--- config.mk ---
export PLATFORM = sky130hd
export DESIGN_NAME = pipe_stage_reg
export DESIGN_NICKNAME = d
export VERILOG_FILES = /design/src/rtl/pipe_stage_reg.sv
export SDC_FILE = /design/constraint.sdc
export NUM_CORES = 1
export LEC_CHECK = 0
export BUFFER_PORTS_ARGS = -buffer_cell sky130_fd_sc_hd__buf_2
export CORE_MARGIN = 4
export CORE_UTILIZATION = 43
export DETAILED_ROUTE_END_ITERATION = 12
export PLACE_DENSITY = 0.87
export SYNTH_ARGS = -nofsm -noshare
export SYNTH_HDL_FRONTEND = slang
export SYNTH_SLANG_ARGS = --single-unit
--- constraint.sdc ---
create_clock -name clk -period 1.3 [get_ports clk]
set_input_delay 0.13 -clock clk [delete_from_list [all_inputs] [get_ports clk]]
set_output_delay 0.13 -clock clk [all_outputs]
set_load 0.05 [all_outputs]
--- src/rtl/pipe_stage_reg.sv ---
// ---------------------------------------------------------------------------
// pipe_stage_reg
//   Parametrised pipeline register for the MIPS datapath (IF/ID, ID/EX,
//   EX/MEM, MEM/WB). Moves a WIDTH-bit payload with a valid/ready handshake,
//   one cycle of latency and one word per cycle of throughput while the
//   downstream side is ready. A synchronous flush squashes every held word,
//   and a wrapping counter tallies output transfers for performance monitoring.
//
// Build option
//   PIPE_SKID_EN  defined   : two-entry skid buffer (main + skid register).
//                             in_ready is registered, so there is no
//                             combinational path from out_ready to in_ready.
//                 undefined : single-entry stage with
//                             in_ready = ~out_valid | out_ready.
//                             No skid storage is built.
//
// Parameters
//   WIDTH        payload width in bits (>=1)
//   RESET_VALUE  value of out_data after reset
//   COUNT_W      width of xfer_count (>=1)
//
// Ports
//   clk          in   1        rising-edge clock
//   reset        in   1        asynchronous, active-high reset
//   in_valid     in   1        upstream word present
//   in_ready     out  1        stage can accept a word this cycle
//   in_data      in   WIDTH    upstream payload
//   out_valid    out  1        payload on out_data is valid
//   out_ready    in   1        downstream accepts this cycle
//   out_data     out  WIDTH    registered payload
//   flush        in   1        synchronous squash of all held words
//   xfer_count   out  COUNT_W  output transfers, modulo 2^COUNT_W
// ---------------------------------------------------------------------------
module pipe_stage_reg #(
   parameter int unsigned      WIDTH       = 32,
   parameter logic [WIDTH-1:0] RESET_VALUE = '0,
   parameter int unsigned      COUNT_W     = 16
) (
   input  logic               clk,
   input  logic               reset,
   input  logic               in_valid,
   output logic               in_ready,
   input  logic [WIDTH-1:0]   in_data,
   output logic               out_valid,
   input  logic               out_ready,
   output logic [WIDTH-1:0]   out_data,
   input  logic               flush,
   output logic [COUNT_W-1:0] xfer_count
);

   // The transfer counter wraps naturally from all-ones back to zero.
   function automatic logic [COUNT_W-1:0] count_wrap(input logic [COUNT_W-1:0] c);
      return c + COUNT_W'(1);
   endfunction

   logic             fire_in;
   logic             fire_out;
   logic             vld_nxt;
   logic [WIDTH-1:0] data_nxt;

   assign fire_in  = in_valid & in_ready;
   assign fire_out = out_valid & out_ready;

`ifdef PIPE_SKID_EN

   logic             skid_vld_p1;
   logic             skid_vld_nxt;
   logic [WIDTH-1:0] skid_data_p1;
   logic [WIDTH-1:0] skid_data_nxt;
   logic             rdy_p1;

   // The stage accepts whenever the skid slot is free; the flag is
   // registered so out_ready never reaches in_ready combinationally.
   assign in_ready = rdy_p1;

   always_comb begin
      vld_nxt       = out_valid;
      data_nxt      = out_data;
      skid_vld_nxt  = skid_vld_p1;
      skid_data_nxt = skid_data_p1;
      if (flush) begin
         // Squash both entries; an accepted word in this cycle is dropped.
         vld_nxt      = 1'b0;
         skid_vld_nxt = 1'b0;
      end else if (fire_out) begin
         if (skid_vld_p1) begin
            // Older skid word moves up; in_ready was low, so no fire_in.
            data_nxt     = skid_data_p1;
            skid_vld_nxt = 1'b0;
         end else if (fire_in) begin
            data_nxt = in_data;
         end else begin
            vld_nxt = 1'b0;
         end
      end else if (fire_in) begin
         if (out_valid) begin
            // Main entry is stalled: park the new word behind it.
            skid_data_nxt = in_data;
            skid_vld_nxt  = 1'b1;
         end else begin
            data_nxt = in_data;
            vld_nxt  = 1'b1;
         end
      end
   end

   // ---- stage boundary: skid control registers ----
   always_ff @(posedge clk or posedge reset) begin
      if (reset) begin
         skid_vld_p1 <= 1'b0;
         rdy_p1      <= 1'b0;
      end else begin
         skid_vld_p1 <= skid_vld_nxt;
         rdy_p1      <= ~skid_vld_nxt;
      end
   end

   // ---- stage boundary: skid payload register (no reset on data) ----
   always_ff @(posedge clk) begin
      skid_data_p1 <= skid_data_nxt;
   end

`else

   // Single entry: room exists if empty or the held word leaves this edge.
   // Held low during reset so nothing is offered as accepted.
   assign in_ready = ~reset & (~out_valid | out_ready);

   always_comb begin
      vld_nxt  = out_valid;
      data_nxt = out_data;
      if (flush) begin
         vld_nxt = 1'b0;
      end else if (fire_in) begin
         // Also covers simultaneous fire_out: the new word replaces the old.
         vld_nxt  = 1'b1;
         data_nxt = in_data;
      end else if (fire_out) begin
         vld_nxt = 1'b0;
      end
   end

`endif

   // ---- stage boundary: main output register and transfer counter ----
   // out_data keeps its last value when out_valid drops, and flush leaves it
   // untouched. A transfer completing alongside flush is still counted.
   always_ff @(posedge clk or posedge reset) begin
      if (reset) begin
         out_valid  <= 1'b0;
         out_data   <= RESET_VALUE;
         xfer_count <= '0;
      end else begin
         out_valid <= vld_nxt;
         out_data  <= data_nxt;
         if (fire_out) begin
            xfer_count <= count_wrap(xfer_count);
         end
      end
   end

endmodule

==> summary.md <==
| Metric | Value |
|---|---|
| Clock share of power | 0.216 |
| Top routing layer in use | met4 |
| IO Pins | 87 |
| First-pass GRT wire length | 7645 µm |
| P&R area growth vs syn | 46.15% |
| DR vias/cell | 4.670 |
| HPWL Detailed | 3320 µm |
| Synth unique cells | 21 |
| Die Y | 77.86 µm |
| Pin count of the biggest net entering global routing | 50 |
| Slew Viols, Final | 0 |
| Iter 0 DRT Violations | 49 |
| CP top delay family | simple AND/OR/NAND/NOR gates |
| Psw | 2.043 mW |
| Leading cell type in the layout, fill and taps excluded | buf_2 |
| Seq pwr share | 0.389 |
| Final WS setup | -185.5 ps |
| Utilization after layout | 0.6493 |
| Die Span X | 77.86 µm |
| Seq/Total Area, Yosys | 0.5844 |
| Int Power | 3.115 mW |
| Static Leak | 1.550 nW |
| Least-Margin Pin Slew | 268.7 ps |
| Routed WL per cell | 14.93 µm |
| Worst EP required | 1480 ps |
| CP Buf/Inv Count | 1 |
| Period Utilization, post-route | 1.143 |
| CTS Sinks | 49 |
| Critical path, cell by cell | nor2b_4 > nor2_4 > and3_4 > clkbuf_16 > mux2_4 |
| Drt drc | 0 |
| Share of cells above drive strength 1 | 0.7171 |
| CP Capture Type | flop |
| Post-Synthesis Cells | 133 |
| Flop2flop setup slack | -190 ps |
| Final Critical Period | 1486 ps |
| Final setup viols | 34 |
| Ys Warns | 0 |
| RSZ-0062 raised after global routing | true |
| # diodes | 0 |
| Relative slew slack | 0.8204 |
| Routed Antenna Nets | 0 |
| Final Hold Fails | 0 |
| Number of CTS-inserted buffers | 5 |
| Routed WL | 4747 µm |
| Slowest cell on crit path | dfrtp_2 |
| Gr usage total | 0.1589 |
| Final worst hold slack | 63.28 ps |
| Std cell rows | 25 |
| Net Count, Synth | 171 |
| Total grt overflow | 0 |
| Logic pwr share | 0.395 |
| Die ar. | 6061 µm² |
| Vias | 1485 |
| Commonest cells after routing, fill and taps aside | buf_2 (84), dfrtp_1 (37), mux2_4 (30) |
| Switching share of power | 0.3961 |
| Mapped cell area | 2098 µm² |
| Final Power | 5.158 mW |
| Max cap viols | 0 |
| Clk root buf | clkbuf_8 |
| CTS tree | built |
| Setup_tns | -4963 ps |
| Max stage delay on crit path | 410 ps |
| Seq cells post-synth | 49 |
| Worst min path class | primary input to flop |
| Fmax | 673.2 MHz |
| Met2 WL | 2169 µm |
| Avg Cell Area, Syn | 15.78 µm² |
| Clk slew on worst S/H paths | 90 ps |
| CP startpoint kind | flop |
| Worst Skew | 6.418 ps |
| Critical path class | flop to flop |
| Vias in the first global route | 1504 |
| Status | complete, but fails checks |
| Gpl congestion | 0.7826 |
| WL met1 | 2194 µm |
| H-Tree Depth | 2 |
| P per Cell Area | 1682 nW/µm² |
| Max VDD drop | 1.231 mV |
| Number of nets in the layout | 288 |
| IO Port Bufs | 86 |
| Failing checks | setup timing |
| Starting Density | 0.4442 |
| Core region area | 4723 µm² |
| DR pass1 iterations | 4 |
| WL met3 | 332 µm |
| Crit Path Max Fanout | 7 |
| Arrival @ worst endpoint | 1670 ps |
| Clock latency on the worst-skew pair | 290 ps |
| CTS max path bufs | 2 |
| Initial antenna violation count | 0 |
## metal layers
metal	GRT usage	up-vias
met3	0.04060	5
met5	0	-
met2	0.2491	60
met4	0.04804	0
li1	-	702
met1	0.2164	718
## worst register-to-register path, delay by kind of cell (launching register included)
kind	cells	cell delay (ps)
mux	1	300
flops	1	410
simple gates	3	490
buf+inv	1	170
## cells by family after synthesis
family / synth area share
fa+ha+maj: 0.005962
simple gates: 0.07633
mux: 0.2290
compound gates: 0.004175
flops: 0.5844
xor+xnor: 0.06261
buf+inv: 0.03757
## through the flow
stage               cells  setup slack (ps)  cell area [µm²]
finish                318            -185.5             3067
global route          318            -201.4             3067
CTS                   313            -190.0             2969
detailed placement    301            -180.5             2778
global placement      301            -132.5             2778
floorplan             133            -578.8             2167
## synthesized netlist by cell type
library cell  count  area [µm²]
and4_1            2       17.52
nor2b_4           1       13.76
nand3_1           5       25.02
nor2_2            1       6.260
ha_1              1       12.51
nor4_1            1       6.260
xnor2_1          12       105.1
and3_4            1       11.26
inv_1             2       7.510
nand4_1           4       25.02
nor3_1            3       15.01
mux2_4           29       435.4
buf_12            3       60.06
nand2_1           7       26.28
nand2_2           1       6.260
dfrtp_1          49        1226
buf_6             1       11.26
mux2_2            4       45.04
nor2_1            2       7.510
xor2_1            3       26.28
a21o_2            1       8.760
## flip-flops by register name (all words and copies together), names as in the netlist
name        flops
out_data       32
xfer_count     16
out_valid       1
## cell type report
class,instances,area (µm²)
fill,338,1657
clock buffer,6,82.58
sequential,49,1241
tap,67,83.83
multi-input combinational,79,904.6
timing repair buffer,113,705.7
inverter,2,11.26
clock inverter,2,37.54
## power by group through the flow
stage / registers [mW] / logic (mW) / clock network [mW]
2_1_floorplan: 2.98 / 0.486 / 0
6_report: 2.01 / 2.04 / 1.11
3_5_place_dp: 2.02 / 1.96 / 0
3_3_place_gp: 2.01 / 1.93 / 0
4_1_cts: 1.99 / 2.00 / 1.15
5_1_grt: 2.04 / 2.14 / 1.21
## repair_timing
action                                  in CTS  in global routing
cloned                                       0                  2
buffers inserted                             3                  5
pin swaps                                    2                  9
hold buffers                                 1                  0
gates resized for setup                      8                 10
hold endpoints to repair                    49                  0
endpoints found under the setup margin      35                 46
## path summary, 6_finish.rpt
check / depth (start not counted) / start / end
max: 5 / out_valid / out_data[24]
min: 2 / in_data[18] / out_data[18]
max reg2reg: 5 / out_valid / out_data[24]
min reg2reg: 1 / xfer_count[15] / xfer_count[15]
max in group asynchronous: 4 / reset / xfer_count[4]
min in group asynchronous: 4 / reset / xfer_count[2]
Power figures use the tool's default switching activity.
